===== src/rtl/fetch_hazard_ctrl.sv =====
// IF/ID latch and fetch-PC sequencer: mispredict redirect, I-cache miss wait,
// load-use stall, plus stall/flush performance counters.
module fetch_hazard_ctrl #(
    parameter int FLUSH_CYCLES = 1,
    parameter int MISS_TIMEOUT = 255,
    parameter int CNT_W        = 32
) (
    input  logic             CLK,
    input  logic             RESET,
    input  logic             EX_Br_Valid,
    input  logic             EX_Br_Taken,
    input  logic             EX_Pred_Taken,
    input  logic [31:0]      EX_Pred_Addr,
    input  logic [31:0]      EX_Target,
    input  logic [31:0]      EX_PC_Plus4,
    input  logic             EX_MemRead,
    input  logic [4:0]       EX_Rt,
    input  logic [4:0]       ID_Rs,
    input  logic [4:0]       ID_Rt,
    input  logic             ID_Uses_Rt,
    input  logic             IC_Miss,
    input  logic             IC_Ready,
    output logic             IF_STALL,
    output logic             IFID_STALL,
    output logic             IFID_FLUSH,
    output logic             IDEX_BUBBLE,
    output logic             PC_Redirect,
    output logic [31:0]      PC_Redirect_Addr,
    output logic             IC_Abort,
    output logic             MISS_ERR,
    output logic [CNT_W-1:0] Stall_Cnt,
    output logic [CNT_W-1:0] Flush_Cnt
);

    localparam int HW = (FLUSH_CYCLES > 1) ? $clog2(FLUSH_CYCLES) : 1;
    localparam logic [HW-1:0] HOLD_INIT = HW'(FLUSH_CYCLES - 1);
    localparam logic [7:0] TMO_LIM = 8'(MISS_TIMEOUT);
    localparam bit HOLD_EN = (FLUSH_CYCLES > 1);

    typedef enum logic [1:0] {RUN, MISS_WAIT, FLUSH_HOLD} state_e;

    state_e           state_q, state_d;
    logic [HW-1:0]    hold_q, hold_d;
    logic [7:0]       tmo_q, tmo_d;
    logic             err_q, err_d;
    logic [CNT_W-1:0] stall_cnt_q, flush_cnt_q;

    logic       mispredict;
    logic       load_use;
    logic [7:0] tmo_inc;

    assign mispredict = EX_Br_Valid &
        ((EX_Br_Taken != EX_Pred_Taken) |
         (EX_Br_Taken & EX_Pred_Taken & (EX_Pred_Addr != EX_Target)));

    assign load_use = EX_MemRead & (EX_Rt != 5'd0) &
        ((EX_Rt == ID_Rs) | (ID_Uses_Rt & (EX_Rt == ID_Rt)));

    assign tmo_inc = (tmo_q == 8'hFF) ? tmo_q : tmo_q + 8'd1;

    assign PC_Redirect_Addr = EX_Br_Taken ? EX_Target : EX_PC_Plus4;
    assign MISS_ERR  = err_q;
    assign Stall_Cnt = stall_cnt_q;
    assign Flush_Cnt = flush_cnt_q;

    always_ff @(posedge CLK or negedge RESET) begin
        if (!RESET) begin
            state_q     <= RUN;
            hold_q      <= '0;
            tmo_q       <= '0;
            err_q       <= 1'b0;
            stall_cnt_q <= '0;
            flush_cnt_q <= '0;
        end else begin
            state_q     <= state_d;
            hold_q      <= hold_d;
            tmo_q       <= tmo_d;
            err_q       <= err_d;
            stall_cnt_q <= stall_cnt_q + CNT_W'(IF_STALL);
            flush_cnt_q <= flush_cnt_q + CNT_W'(IFID_FLUSH);
        end
    end

    always_comb begin
        state_d = state_q;
        hold_d  = hold_q;
        tmo_d   = tmo_q;
        err_d   = err_q;
        unique case (state_q)
            RUN: begin
                if (mispredict) begin
                    state_d = HOLD_EN ? FLUSH_HOLD : RUN;
                    hold_d  = HOLD_INIT;
                end else if (IC_Miss) begin
                    state_d = MISS_WAIT;
                    tmo_d   = '0;
                end
            end
            MISS_WAIT: begin
                tmo_d = tmo_inc;
                if (tmo_inc >= TMO_LIM)
                    err_d = 1'b1;
                if (mispredict) begin
                    state_d = HOLD_EN ? FLUSH_HOLD : RUN;
                    hold_d  = HOLD_INIT;
                end else if (IC_Ready) begin
                    state_d = RUN;
                end
            end
            FLUSH_HOLD: begin
                if (mispredict) begin
                    hold_d = HOLD_INIT;
                end else begin
                    hold_d = hold_q - HW'(1);
                    if (hold_q == HW'(1))
                        state_d = RUN;
                end
            end
            default: state_d = RUN;
        endcase
    end

    // A pending miss or redirect masks load-use: the ID slot is being flushed.
    always_comb begin
        IF_STALL    = 1'b0;
        IFID_STALL  = 1'b0;
        IFID_FLUSH  = 1'b0;
        IDEX_BUBBLE = 1'b0;
        PC_Redirect = 1'b0;
        IC_Abort    = 1'b0;
        unique case (state_q)
            RUN: begin
                if (mispredict) begin
                    PC_Redirect = 1'b1;
                    IFID_FLUSH  = 1'b1;
                    IDEX_BUBBLE = 1'b1;
                end else if (IC_Miss) begin
                    IF_STALL   = 1'b1;
                    IFID_FLUSH = 1'b1;
                end else if (load_use) begin
                    IF_STALL    = 1'b1;
                    IFID_STALL  = 1'b1;
                    IDEX_BUBBLE = 1'b1;
                end
            end
            MISS_WAIT: begin
                if (mispredict) begin
                    PC_Redirect = 1'b1;
                    IFID_FLUSH  = 1'b1;
                    IDEX_BUBBLE = 1'b1;
                    IC_Abort    = 1'b1;
                end else if (IC_Ready) begin
                    if (load_use) begin
                        IF_STALL    = 1'b1;
                        IFID_STALL  = 1'b1;
                        IDEX_BUBBLE = 1'b1;
                    end
                end else begin
                    IF_STALL   = 1'b1;
                    IFID_FLUSH = 1'b1;
                end
            end
            FLUSH_HOLD: begin
                IFID_FLUSH = 1'b1;
                IC_Abort   = IC_Miss;
                if (mispredict) begin
                    PC_Redirect = 1'b1;
                    IDEX_BUBBLE = 1'b1;
                end
            end
            default: ;
        endcase
    end

endmodule


===== config.mk =====
export PLATFORM = sky130hd
export DESIGN_NAME = fetch_hazard_ctrl
export DESIGN_NICKNAME = d
export VERILOG_FILES = /design/src/rtl/fetch_hazard_ctrl.sv
export SDC_FILE = /design/constraint.sdc
export NUM_CORES = 1
export LEC_CHECK = 0
export ABC_AREA = 1
export CORE_UTILIZATION = 45
export CTS_CLUSTER_SIZE = 20
export DETAILED_ROUTE_END_ITERATION = 6
export GPL_ROUTABILITY_DRIVEN = 0
export HOLD_SLACK_MARGIN = 0.08
export PLACE_DENSITY = 0.86
export RECOVER_POWER = 25
export SLEW_MARGIN = 20
export SYNTH_ARGS = -nofsm -noshare
export SYNTH_HDL_FRONTEND = slang
export SYNTH_SLANG_ARGS = --single-unit

===== constraint.sdc =====
create_clock -name CLK -period 7.25 [get_ports CLK]
set_clock_uncertainty 0.15 [all_clocks]
set_input_delay 0.725 -clock CLK [delete_from_list [all_inputs] [get_ports CLK]]
set_output_delay 0.725 -clock CLK [all_outputs]
set_load 0.01 [all_outputs]

==> metrics.txt <==
period utilization 56.9%; hold_sp Stall_Cnt[31]; mean routed wirelength per cell 15.2 um; via/cell ratio ~5.0; CP startpoint RESET; CP Depth 2; vias in the first global route 4612; final hold violation count 0; Post-CTS Resized 0; Mean Syn Cell Area 8.68 sq um; Mapped Cells 531; most common cell after layout, fill and taps aside clkdlybuf4s50_1; CTS clk-pin slew, worst paths 0.09 ns; sequential share of power between 40% and 50%; Arr. time, crit path around 3.5 ns; crit-path cells buf_2, clkbuf_1; residual DRC count 0; nature of the critical path startpoint primary input; Synth Register Bits 74; CTS root buf clkbuf_8; total CTS buffers 9; slew at the pin closest to its max-slew limit between 3 and 4 ns; power per cell area 172 mW/mm^2; nets@finish 886; Leakage Power ~0.0032 uW; final worst slack 3.13 ns; hold buffer count at cts 0; CTS H-tree lvls 3; Rows 36; CP max-delay cell clkbuf_1; initial core utilization 46.7%; total negative setup slack 0 ns; R2R Path Start state_q[0]; CP Capture Type asynchronous set/reset pin; syn nets 657; WP data required between 6 and 7 ns; share of cells above drive strength 1 10.2%; Area Overhead vs Synth 55.8%; pin count of the biggest net entering global routing 75; # clock sinks 74; Routed Antenna Nets 0; dpl hpwl 11100 um; clock latency at the later pin of the worst-skew pair 0.34 ns; die area 0.0107 sq mm; first-pass GRT wire length about 22000 um; Psw ~400 uW; RSZ-0062 raised after global routing no; mapped cell area roughly 0.0046 sq mm; initial antenna violation count 0; Remaining Overflow, GRT 0; Internal 847 uW; Hold Path Depth 1; pre-CTS setup slack about 3.0 ns; fin. max-slew vios 75; I/O pin count 223; CP peak stage delay between 2 and 3 ns; power share of the combinational group 31.5%; Crit Path Max Fanout 74; Max-Cap Viols 1; Die Wd 103 um; CTS tree yes; worst vdd ir 108 uV; Ant. Diodes 0; final setup fails 0; DR pass1 iterations 6; sequential cell area fraction in the yosys report 40.2%; Worst Hold Class reg -> reg; cell family with most CP delay buffers and inverters; Starting DRT DRC Count 248; post-synthesis cell type count 34; drt total wl 13600 um; gr usage total 26.9%; slew margin rel. -157%; Warnings, synthesis 0; reg2reg path depth 12; I/O Buffers 222; Crit path buffers/inverters 2; sw frac 31.5%; run status finished, violations left; Die Span Y 103 um; WS Path Type in -> async; most frequent cells in the layout clkdlybuf4s50_1, nand2_1, dfrtp_1; f_max about 240 MHz; Vias 4463; setup repair bufs after CTS 0; Clock power frac 26.1%; failing checks capacitance limit, slew limit; core area 0.00986 sq mm; Final Critical Period 4.12 ns; Max Root-Sink Buffers 2
power by group through the flow:
stage	Sequential, uW	Clock (uW)	Combinational, uW
floorplan	539	0	143
global placement	527	0	382
detailed placement	532	0	393
CTS	525	330	395
global route	534	351	425
finish	524	323	390
stage by stage:
stage	power (uW)	hold WS [ns]	util [%]	instances	area [sq um]
finish	1240	0.325	72.8	898	7180
global route	1310	0.345	72.8	898	7180
CTS	1250	0.327	72.9	898	7190
detailed placement	925	0.306	70.8	882	6990
global placement	909	0.306	70.8	882	6990
floorplan	682	0.279	-	531	4610
layout make-up:
type                            instances  area, sq um
Clock buffer                            9          124
Clock inverter                          7         77.6
Fill cell                             679         2680
Inverter                               59          223
Multi-Input combinational cell        392         2510
Sequential cell                        74         1850
Tap cell                              133          166
Timing Repair Buffer                  224         2230
cells in the mapped netlist:
library cell	number	area [sq um]
buf_1	2	7.51
nand4_2	2	25.0
clkinv_1	1	3.75
nor2_1	42	158
a221oi_1	1	8.76
nand3_1	28	140
nor3_1	12	60.1
nand2_2	5	31.3
nor3b_1	1	7.51
o22ai_1	1	6.26
o21ai_0	5	25.0
nand3b_2	1	11.3
nor2_2	7	43.8
a31oi_1	1	6.26
and3_1	1	6.26
nand2_1	118	443
nor2_4	4	45.0
ha_1	6	75.1
xnor2_1	50	438
nor3_2	4	40.0
clkinv_2	1	5.00
dfrtp_1	74	1850
xnor2_2	1	16.3
nor4_2	2	25.0
clkbuf_1	4	15.0
nand4_1	12	75.1
inv_1	57	214
nand3_2	6	60.1
a21oi_1	12	60.1
nor3_4	2	32.5
xor2_1	43	377
nand4_4	1	21.3
nand3_4	1	17.5
mux2_2	23	259
sequential cells by signal, summed over array words and instances (netlist names):
name and count:
tmo_q 8, state_q 1, Stall_Cnt 32, MISS_ERR 1
Flush_Cnt 32
per-layer routing:
layer | wire length, um | vias to the layer above | part of all wire [%] | GRT usage, %
met3 | 712 | 30 | 5.2 | 5.65
met4 | 396 | 0 | 2.9 | 11.1
met2 | 7460 | 173 | 55 | 51.7
met5 | 0 | - | 0 | 0
met1 | 5080 | 2098 | 37 | 28.3
li1 | - | 2162 | - | -
cell families (layout without fill, tap and decap cells):
group | Yosys count | after routing | synth area share [%]
simple gates | 249 | 249 | 26.9
compound gates | 20 | 20 | 2.31
xor+xnor | 94 | 94 | 18.0
mux | 23 | 23 | 5.62
flops | 74 | 74 | 40.2
fa+ha+maj | 6 | 6 | 1.63
buf+inv | 65 | 299 | 5.32
path summary, 6_finish.rpt:
path                       slack (ns)            end
min reg2reg                      0.32  Stall_Cnt[31]
max in group CLK                 3.34  Stall_Cnt[30]
min                              0.32  Stall_Cnt[31]
max reg2reg                      4.36  Stall_Cnt[30]
max                              3.13  Stall_Cnt[10]
min in group asynchronous        1.65  Flush_Cnt[29]
No activity file was read; power rests on OpenSTA's default activity.
